`src/rtl/seg_marquee_pkg.sv`:
```
// Shared constants for the scrolling 7-segment marquee: active-low gfedcba digit patterns
// and the scroll-direction type. Used by hex_to_seg7 and seg_marquee (see SEG_MARQUEE_HEX_EN).
package seg_marquee_pkg;

    localparam logic [6:0] SEG_0     = 7'b1000000;
    localparam logic [6:0] SEG_1     = 7'b1111001;
    localparam logic [6:0] SEG_2     = 7'b0100100;
    localparam logic [6:0] SEG_3     = 7'b0110000;
    localparam logic [6:0] SEG_4     = 7'b0011001;
    localparam logic [6:0] SEG_5     = 7'b0010010;
    localparam logic [6:0] SEG_6     = 7'b0000010;
    localparam logic [6:0] SEG_7     = 7'b1111000;
    localparam logic [6:0] SEG_8     = 7'b0000000;
    localparam logic [6:0] SEG_9     = 7'b0010000;
    localparam logic [6:0] SEG_A     = 7'b0001000;
    localparam logic [6:0] SEG_B     = 7'b0000011;
    localparam logic [6:0] SEG_C     = 7'b1000110;
    localparam logic [6:0] SEG_D     = 7'b0100001;
    localparam logic [6:0] SEG_E     = 7'b0000110;
    localparam logic [6:0] SEG_F     = 7'b0001110;
    localparam logic [6:0] SEG_DASH  = 7'b0111111;
    localparam logic [6:0] SEG_BLANK = 7'b1111111;

    typedef enum logic {
        DIR_FWD = 1'b0,
        DIR_REV = 1'b1
    } dir_e;

endpackage

```
`src/rtl/seg_marquee_if.sv`:
```
// Control/display bundle between board-level control and the marquee.
// The master drives control and message; the slave (seg_marquee) drives the display side.
interface seg_marquee_if #(
    parameter int NUM_DIGITS = 3,
    parameter int MSG_LEN    = 3
);
    localparam int FRAME_W = $clog2(MSG_LEN + NUM_DIGITS);

    logic                    en;
    logic                    dir;
    logic                    msg_load;
    logic [MSG_LEN*4-1:0]    msg;
    logic [NUM_DIGITS*7-1:0] seg;
    logic [FRAME_W-1:0]      frame;
    logic                    wrap;

    modport master (
        output en, dir, msg_load, msg,
        input  seg, frame, wrap
    );

    modport slave (
        input  en, dir, msg_load, msg,
        output seg, frame, wrap
    );
endinterface

```
`src/rtl/seg_marquee_hex_to_seg7.sv`:
```
// hex_to_seg7: combinational nibble -> active-low gfedcba decoder.
// With SEG_MARQUEE_HEX_EN defined, 10-15 show A,b,C,d,E,F; otherwise they show a dash.
module hex_to_seg7
    import seg_marquee_pkg::*;
(
    input  logic [3:0] i_nib,
    output logic [6:0] o_seg
);
    always_comb begin
        // NOTE: a default before the case keeps every path assigned, so no latch is inferred.
        o_seg = SEG_DASH;
        case (i_nib)
            4'h0: o_seg = SEG_0;
            4'h1: o_seg = SEG_1;
            4'h2: o_seg = SEG_2;
            4'h3: o_seg = SEG_3;
            4'h4: o_seg = SEG_4;
            4'h5: o_seg = SEG_5;
            4'h6: o_seg = SEG_6;
            4'h7: o_seg = SEG_7;
            4'h8: o_seg = SEG_8;
            4'h9: o_seg = SEG_9;
`ifdef SEG_MARQUEE_HEX_EN
            4'hA: o_seg = SEG_A;
            4'hB: o_seg = SEG_B;
            4'hC: o_seg = SEG_C;
            4'hD: o_seg = SEG_D;
            4'hE: o_seg = SEG_E;
            4'hF: o_seg = SEG_F;
`else
            default: o_seg = SEG_DASH;
`endif
        endcase
    end
endmodule

```
`src/rtl/seg_marquee.sv`:
```
// seg_marquee: scrolls a latched hex message across NUM_DIGITS 7-segment digits at a prescaled rate.
// Hex letters A-F are shown only when SEG_MARQUEE_HEX_EN is defined (see hex_to_seg7).
module seg_marquee
    import seg_marquee_pkg::*;
#(
    parameter int                   NUM_DIGITS = 3,
    parameter int                   MSG_LEN    = 3,
    parameter int                   TICK_DIV   = 25_000_000,
    parameter logic [3:0]           FILL       = 4'h0,
    parameter logic [MSG_LEN*4-1:0] MSG_RESET  = 'h321
) (
    input  logic          clk,
    input  logic          rst,
    seg_marquee_if.slave  bus
);
    localparam int F       = MSG_LEN + NUM_DIGITS;
    localparam int FRAME_W = $clog2(F);
    localparam int CNT_W   = (TICK_DIV > 1) ? $clog2(TICK_DIV) : 1;

    localparam logic [FRAME_W-1:0] FRAME_LAST = FRAME_W'(F - 1);
    localparam logic [CNT_W-1:0]   CNT_LAST   = CNT_W'(TICK_DIV - 1);

    logic [CNT_W-1:0]        r_cnt, w_cnt_nxt;
    logic [FRAME_W-1:0]      r_frame, w_frame_nxt;
    logic [MSG_LEN*4-1:0]    r_msg;
    logic                    r_wrap, w_wrap_nxt;
    logic [NUM_DIGITS*7-1:0] r_seg, w_seg_nxt;
    logic [NUM_DIGITS*4-1:0] w_nibs;
    logic [6:0]              w_fill_seg;
    logic                    w_step;
    dir_e                    w_dir;

    assign w_step = bus.en && (r_cnt == CNT_LAST);
    assign w_dir  = dir_e'(bus.dir);

    // msg_load outranks a coincident step; dir only matters at a step.
    always_comb begin
        w_cnt_nxt   = r_cnt;
        w_frame_nxt = r_frame;
        w_wrap_nxt  = 1'b0;
        if (bus.msg_load) begin
            w_cnt_nxt   = '0;
            w_frame_nxt = '0;
        end else if (bus.en) begin
            w_cnt_nxt = w_step ? '0 : r_cnt + CNT_W'(1);
            if (w_step) begin
                if (w_dir == DIR_FWD) begin
                    w_wrap_nxt  = (r_frame == FRAME_LAST);
                    w_frame_nxt = w_wrap_nxt ? '0 : r_frame + FRAME_W'(1);
                end else begin
                    w_wrap_nxt  = (r_frame == '0);
                    w_frame_nxt = w_wrap_nxt ? FRAME_LAST : r_frame - FRAME_W'(1);
                end
            end
        end
    end

    // Digit i shows message digit j = frame-1-i; computed from the next frame so seg tracks frame.
    always_comb begin
        int j;
        w_nibs = {NUM_DIGITS{FILL}};
        for (int i = 0; i < NUM_DIGITS; i++) begin
            j = int'(w_frame_nxt) - 1 - i;
            if (j >= 0 && j < MSG_LEN)
                w_nibs[4*i +: 4] = r_msg[4*(MSG_LEN-1-j) +: 4];
        end
    end

    for (genvar g = 0; g < NUM_DIGITS; g++) begin : g_dec
        hex_to_seg7 u_dec (
            .i_nib (w_nibs[4*g +: 4]),
            .o_seg (w_seg_nxt[7*g +: 7])
        );
    end

    hex_to_seg7 u_fill_dec (
        .i_nib (FILL),
        .o_seg (w_fill_seg)
    );

    always_ff @(posedge clk) begin
        // NOTE: sequential state uses non-blocking assignments so every register samples pre-edge values.
        if (rst) begin
            r_cnt   <= '0;
            r_frame <= '0;
            r_msg   <= MSG_RESET;
            r_wrap  <= 1'b0;
            r_seg   <= {NUM_DIGITS{w_fill_seg}};
        end else begin
            r_cnt   <= w_cnt_nxt;
            r_frame <= w_frame_nxt;
            r_wrap  <= w_wrap_nxt;
            r_seg   <= w_seg_nxt;
            if (bus.msg_load)
                r_msg <= bus.msg;
        end
    end

    assign bus.seg   = r_seg;
    assign bus.frame = r_frame;
    assign bus.wrap  = r_wrap;
endmodule

```
`src/flat_wrapper.sv`:
```
// flat-port wrapper written by rule: the top's interface ports become plain ports
module seg_marquee_flat import seg_marquee_pkg::*;
#(
    parameter int                   NUM_DIGITS = 3,
    parameter int                   MSG_LEN    = 3,
    parameter int                   TICK_DIV   = 25_000_000,
    parameter logic [3:0]           FILL       = 4'h0,
    parameter logic [MSG_LEN*4-1:0] MSG_RESET  = 'h321
)
  (clk, rst, bus_en, bus_dir, bus_msg_load, bus_msg, bus_seg, bus_frame, bus_wrap);
  seg_marquee_if #(.NUM_DIGITS(NUM_DIGITS), .MSG_LEN(MSG_LEN)) bus_i ();
  input  logic clk;
  input  logic rst;
  input wire logic [$bits(bus_i.en)-1:0] bus_en;
  input wire logic [$bits(bus_i.dir)-1:0] bus_dir;
  input wire logic [$bits(bus_i.msg_load)-1:0] bus_msg_load;
  input wire logic [$bits(bus_i.msg)-1:0] bus_msg;
  output wire logic [$bits(bus_i.seg)-1:0] bus_seg;
  output wire logic [$bits(bus_i.frame)-1:0] bus_frame;
  output wire logic [$bits(bus_i.wrap)-1:0] bus_wrap;
  assign bus_i.en = bus_en;
  assign bus_i.dir = bus_dir;
  assign bus_i.msg_load = bus_msg_load;
  assign bus_i.msg = bus_msg;
  assign bus_seg = bus_i.seg;
  assign bus_frame = bus_i.frame;
  assign bus_wrap = bus_i.wrap;
  seg_marquee #(.NUM_DIGITS(NUM_DIGITS), .MSG_LEN(MSG_LEN), .TICK_DIV(TICK_DIV), .FILL(FILL), .MSG_RESET(MSG_RESET)) u_core (.clk(clk), .rst(rst), .bus(bus_i));
endmodule
```
`config.mk`:
```
export PLATFORM = sky130hd
export DESIGN_NAME = seg_marquee_flat
export DESIGN_NICKNAME = d
export VERILOG_FILES = /design/src/rtl/seg_marquee_pkg.sv /design/src/rtl/seg_marquee_if.sv /design/src/rtl/seg_marquee_hex_to_seg7.sv /design/src/rtl/seg_marquee.sv /design/src/flat_wrapper.sv
export SDC_FILE = /design/constraint.sdc
export NUM_CORES = 1
export LEC_CHECK = 0
export ABC_AREA = 1
export ABC_CLOCK_PERIOD_IN_PS = 5200
export CORE_MARGIN = 1
export CORE_UTILIZATION = 57
export CTS_CLUSTER_DIAMETER = 50
export DETAILED_ROUTE_END_ITERATION = 6
export GPL_ROUTABILITY_DRIVEN = 0
export GPL_TIMING_DRIVEN = 1
export PLACE_DENSITY = 0.81
export SYNTH_ARGS = -nofsm -noshare
export SYNTH_HDL_FRONTEND = slang
export SYNTH_SLANG_ARGS = --single-unit
```
`constraint.sdc`:
```
create_clock -name clk -period 5.2 [get_ports clk]
set_clock_uncertainty 0.1 [all_clocks]
set_input_delay 1.3 -clock clk [delete_from_list [all_inputs] [get_ports clk]]
set_output_delay 1.3 -clock clk [all_outputs]
set_load 0.02 [all_outputs]
```
==> summary.txt, run 1 <==
Setup crit start: bus_en
R2R Path End: u_core.bus.seg[17]
Min cycle time layout: 4.78 ns
Leakage power: 2.04 nW
Reg area: 1240 um2
Max incr delay on CP: 0.55 ns
Failing checks: design-rule violations
Post-Syn Instances: 541
Worst hold path endpoint: u_core.r_msg[3]
Total number of vias: 3,562
IO Count: 42
Inserted Clock Buffers: 9
Combinational share of power: 5.7%
Synth area leaders: dfxtp_1 (32%), nand2_1 (10%), ha_1 (7.2%), inv_1 (7.2%), nand3_1 (5.6%)
Synthesis-to-finish area growth: 17.5%
Launch point of the worst hold path: u_core.r_msg[3]
Setup CP Type: in2reg
R2r startpoint: u_core.r_cnt[0]
MaxCap Viol Count: 0
First-pass GRT wire length: 14,400 um
Least-Margin Pin Slew: 0.573 ns
Setup TNS: 0 ns
Util after Layout: 70.0%
Pwr dens: 212 nW/um2
Switch share: 22.9%
CP most frequent cell: nand2_1
Cell taking the most area after synthesis: dfxtp_1
Resize count post-CTS: 0
Clk pwr share: 43.3%
Largest net degree at the start of global routing: 24
Post-synth top cells: nand2_1 (107), inv_1 (73), dfxtp_1 (62)
Die width: 83.9 um
CTS hold repair buffers: 0
Endpoints failing hold: 0
Starting Density: 59.6%
Area of the multi-input gates: 2210 um2
CP Data Arrival Time: 4.90 ns
Ys async rst share: 0%
Critical path peak fanout: 12
Worst-path clk slew: 0.06 ns
CP Capture Type: flop
Final setup viols: 0
Mapped Area: 3830 um2
Sequential element share of the synthesized area: 32.4%
Root Buffer: clkbuf_8
Antenna diode count: 0
Htree depth: 3
CP Launch Type: input port
CTS sink count: 62
Vias per inst: 5.33
Yosys cell types: 43
Hold depth: 2
Syn Nets: 580
Final #Nets: 626
Final period util: 91.9%
Drt first-iter violations: 223
Longest Clk Path Bufs: 2
Psw: 0.218 mW
Vias in the first global route: 3,280
DR pass1 iterations: 7
EDFF count, synth: 0
Die H: 83.9 um
Status: finished with violations
Most used flip-flop cell after synthesis: dfxtp_1
Global Route Usage Sum: 25.1%
Share of layout cells above drive strength 1: 15.7%
Flop2flop setup slack: 1.35 ns
CP required: 5.32 ns
Initial antenna violation count: 0
Worst skew pair latency: 0.35 ns
Syn. warnings: 0
VDD IR max: 161 uV
Detailed-route DRC error count: 6
Min-Delay Path Class: reg2reg
CTS tree: yes
Synth top area share: 32.4%
Final HPWL DP: 6260 um
Post-synthesis register bit count: 62
Most frequent cell after synthesis: nand2_1
Max Freq: 209 MHz
Slew margin rel.: 61.5%
I/O Buffers: 41
Drt total wl: 8240 um
DIE AREA: 7050 um2
Syn Area/Cell: 7.07 um2
FF-to-FF path depth: 24
Unrepaired setup endpoints after global routing: no
Wirelength per Cell: 12.3 um
Post-route ant nets: 0
Final max-slew violation count: 0
Crit-path cells: clkdlybuf4s50_1 -> nand2_1 -> nor2_1 -> nand2_1 -> nor2_4 -> nand2_4 -> nand2_2 -> nand3_2 -> buf_4 -> ha_1 -> inv_1 -> ha_1 -> inv_1 -> nand4_1 -> nand2_1 -> nand2_1 -> nand2_2 -> nand2_1 -> inv_1 -> ha_1 -> inv_1 -> nand3_1 -> nand3_1 -> a21oi_2
Sequential share of power: 51.0%
Total core area: 6420 um2
Filler cell count: 544
Internal: 0.735 mW
GR Overflow Total: 0
Postcts setup bufs: 0
CP max stage cell: clkdlybuf4s50_1
Row count: 29
worst max-delay path: cells and delay by family:
kind                     cells  cell delay, ns
adder cells (fa/ha/maj)      3            0.85
buffers and inverters        6            1.11
AND/OR/NAND/NOR             14            1.55
AO/OA/AOI/OAI                1            0.05
cell type report:
type	count	area share [%]
sequential	62	27.6
multi-input combinational	385	49.2
inverter	83	6.93
timing repair buffer	46	9.96
tap	77	2.14
clock inverter	4	1.06
clock buffer	11	3.14
worst max-delay path by stage:
stage | depth (start not counted) | slack (ns) | endpoint
detailed placement | 24 | 0.11 | u_core.bus.seg[17]
global route | 24 | 0.1 | u_core.bus.seg[17]
CTS | 24 | 0.47 | u_core.bus.seg[17]
floorplan | 24 | 0.89 | u_core.bus.seg[17]
finish | 24 | 0.42 | u_core.bus.seg[17]
global placement | 24 | 0.34 | u_core.bus.seg[17]
layer usage:
metal	share of wire, %	up-vias	global-route usage, %	wire [um]
met3	6.0	12	6.13	492
met1	49	1591	33.8	4060
met2	43	116	39.0	3550
met4	1.7	0	9.40	144
met5	0	-	0	0
li1	-	1843	-	-
metrics by stage:
step	hold slack (ns)	cells	cell area [um2]	power, mW	worst slack (ns)
4_1_cts	0.383	668	4500	0.957	0.467
3_5_place_dp	0.371	653	4310	0.550	0.111
2_1_floorplan	0.344	541	3830	0.528	0.888
6_report	0.383	668	4500	0.953	0.420
3_3_place_gp	0.359	653	4310	0.550	0.336
5_1_grt	0.407	668	4500	0.988	0.0994
cells in the final DEF (no fill, tap or decap), types with 2 or more instances in the layout:
cell	netlist	final
a211oi_1	2	2
a21oi_1	31	31
a21oi_2	12	12
a221oi_1	2	2
buf_4	1	5
clkbuf_8	0	10
clkdlybuf4s50_1	0	41
clkinv_2	0	2
dfxtp_1	62	62
ha_1	22	22
inv_1	73	73
inv_2	10	10
nand2_1	107	107
nand2_2	20	20
nand2_4	9	9
nand3_1	43	43
nand3_2	5	5
nand4_1	10	10
nor2_1	46	46
nor2_2	7	7
nor2_4	3	3
nor3_1	9	9
nor3b_1	2	2
o211ai_1	2	2
o21ai_0	28	28
o21ai_1	6	6
o21ai_2	2	2
or2_1	2	2
xor2_1	2	2
flip-flops by register name, indices dropped and copies added, names as in the netlist:
signal,cells
u_core.bus.wrap,1
u_core.r_cnt,25
u_core.bus.frame,3
u_core.r_msg,12
u_core.bus.seg,21
power groups by stage:
stage	clock network (mW)	logic (mW)	registers [mW]
after global placement	0	0.0527	0.497
after detailed placement	0	0.0533	0.497
after CTS	0.418	0.0536	0.486
final	0.412	0.0542	0.486
after floorplan	0	0.0318	0.496
after global routing	0.440	0.0602	0.487
kinds of logic (layout without fill, tap and decap cells):
family | Yosys count | in the layout | share of synthesized area [%]
simple gates | 267 | 267 | 34.8
xor+xnor | 2 | 2 | 0.458
flops | 62 | 62 | 32.4
buf+inv | 94 | 144 | 9.81
compound gates | 94 | 94 | 15.3
fa+ha+maj | 22 | 22 | 7.19
Note: power is estimated with default switching activity, not from simulation.
==> run 2, diff against run 1 <==
--- a/config.mk
+++ b/config.mk
@@ -8,12 +8,11 @@
 export ABC_AREA = 1
 export ABC_CLOCK_PERIOD_IN_PS = 5200
 export CORE_MARGIN = 1
-export CORE_UTILIZATION = 57
+export CORE_UTILIZATION = 35
 export CTS_CLUSTER_DIAMETER = 50
 export DETAILED_ROUTE_END_ITERATION = 6
 export GPL_ROUTABILITY_DRIVEN = 0
 export GPL_TIMING_DRIVEN = 1
-export PLACE_DENSITY = 0.81
 export SYNTH_ARGS = -nofsm -noshare
 export SYNTH_HDL_FRONTEND = slang
 export SYNTH_SLANG_ARGS = --single-unit
==> summary.txt, run 2 (same netlist as run 1, synthesis figures left out) <==
Max Freq: 214 MHz (+2.5%)
Placed cell count: 712 (+9.0%)
Commonest non-fill, non-tap cell in the layout: nand2_1
Post-route ant nets: 0 (unchanged)
Antenna diode count: 0 (unchanged)
Starting Density: 36.6% (-23 points)
Status: complete, no violations
Die H: 107 um (+27%)
Largest Register: u_core.r_cnt
Wirelength per Cell: 11.7 um (-4.9%)
Final HPWL DP: 6650 um (+6.2%)
First-pass GRT wire length: 14,900 um (+3.7%)
Resize count post-CTS: 0 (unchanged)
Final #Nets: 626 (unchanged)
Pwr dens: 208 nW/um2 (-2.0%)
Slew margin rel.: 63.2% (+1.7 points)
Largest net degree at the start of global routing: 23 (-4.2%)
Largest register FFs: 25 (unchanged)
IO Count: 42 (unchanged)
I/O Buffers: 41 (unchanged)
CP Data Arrival Time: 4.80 ns (-0.10 ns)
Htree depth: 3 (unchanged)
Min-Delay Path Class: reg2reg
Final instance area: 4570 um2 (+1.6%)
CTS hold repair buffers: 0 (unchanged)
Vias in the first global route: 3,247 (-1.0%)
CP Launch Type: input port
Leakage power: 2.04 nW (about the same)
CTS tree: yes
Synthesis-to-finish area growth: 19.4%
MaxCap Viol Count: 0 (unchanged)
Setup CP Type: in2reg
Critical path peak fanout: 9 (-3)
CTS sink count: 62 (unchanged)
Final max-slew violation count: 0 (unchanged)
Hold WS: 0.384 ns (+0.000731 ns)
Drt total wl: 8530 um (+3.5%)
Final setup viols: 0 (unchanged)
Least-Margin Pin Slew: 0.548 ns (-0.0252 ns)
CP required: 5.34 ns (+0.02 ns)
Row count: 37 (+28%)
Total core area: 10,500 um2 (+63%)
CP Capture Type: flop
Non-filler instance count after layout: 727 (+8.8%)
Drt first-iter violations: 171 (-23%)
Place WS: 0.169 ns (+0.0574 ns)
Root Buffer: clkbuf_8
Final period util: 89.7% (-2.3 points)
Vias per inst: 4.80 (-10%)
Longest Clk Path Bufs: 2 (unchanged)
Global Route Usage Sum: 16.6% (-8.6 points)
Unrepaired setup endpoints after global routing: no
Endpoints failing hold: 0 (unchanged)
DIE AREA: 11,400 um2 (+61%)
Setup TNS: 0 ns (unchanged)
Postcts setup bufs: 0 (unchanged)
Power, Total: 0.948 mW (-0.49%)
Detailed-route DRC error count: 0 (-6)
Worst skew pair latency: 0.35 ns (about the same)
Share of layout cells above drive strength 1: 15.6% (-0.17 points)
Util after Layout: 43.7% (-26 points)
Placed cell area: 4380 um2 (+1.7%)
Total number of vias: 3,487 (-2.1%)
Worst-path clk slew: 0.07 ns (about the same)
GR Overflow Total: 0 (unchanged)
Final setup margin: 0.537 ns (+0.117 ns)
VDD IR max: 91.5 uV (-43%)
DR pass1 iterations: 4 (-3)
Most frequent cells in the layout: nand2_1 (107), inv_1 (73), dfxtp_1 (62), nor2_1 (46), nand3_1 (43)
Initial antenna violation count: 0 (unchanged)
Min cycle time layout: 4.66 ns (-0.117 ns)
Inserted Clock Buffers: 9 (unchanged)
Die width: 107 um (+27%)
==> run 2: cell types whose count changed in the layout (fill, tap and decap cells not counted), sizes merged <==
| cell | change |
|---|---|
| clkbuf | +4 |
| bufinv | -1 |
| clkinv | -2 |
| clkinvlp | -1 |
==> run 2: final timing paths <==
| kind | from | to | slack, ns | cells after the start |
|---|---|---|---|---|
| setup / recovery | bus_en | u_core.bus.seg[17] | 0.54 | 24 |
| hold / removal | u_core.r_msg[4] | u_core.r_msg[4] | 0.38 | 2 |
| setup reg to reg | u_core.r_cnt[0] | u_core.bus.seg[17] | 1.40 | 24 |
| hold reg to reg | u_core.r_msg[4] | u_core.r_msg[4] | 0.38 | 2 |
==> run 2: power breakdown <==
part           internal, mW  switching [mW]
combinational        0.0227          0.0323
clock                 0.223           0.184
sequential            0.482         0.00453
total                 0.728           0.221
==> run 2: final cells by class <==
| class | instances | area, um2 |
|---|---|---|
| fill | 1109 | 5890 |
| multi-input combinational | 385 | 2210 |
| sequential | 62 | 1240 |
| timing repair buffer | 46 | 448 |
| inverter | 83 | 312 |
| clock buffer | 15 | 186 |
| tap | 136 | 170 |
==> run 2: layer usage <==
| metal | share of wire [%] | vias to the layer above | GRT usage (%) |
|---|---|---|---|
| li1 | - | 1835 | - |
| met1 | 53 | 1582 | 23.1 |
| met2 | 41 | 56 | 23.8 |
| met3 | 3.4 | 14 | 3.40 |
| met4 | 2.5 | 0 | 8.71 |
| met5 | 0 | - | 0 |
==> run 2: worst max-delay path: stages <==
cell and delay, ns:
clkdlybuf4s50_1 0.55, nand2_1 0.09, nor2_1 0.10, nand2_1 0.11
nor2_4 0.17, nand3_2 0.13, nand3_4 0.18, ha_1 0.21
inv_1 0.06, nand2_1 0.11, nand2_2 0.12, ha_1 0.32
inv_1 0.07, nand2_2 0.06, nor2_2 0.14, nand2_4 0.09
nor2_1 0.12, nand2_1 0.15, inv_1 0.14, ha_1 0.24
inv_1 0.06, nand3_1 0.11, nand3_1 0.12, a21oi_2 0.05
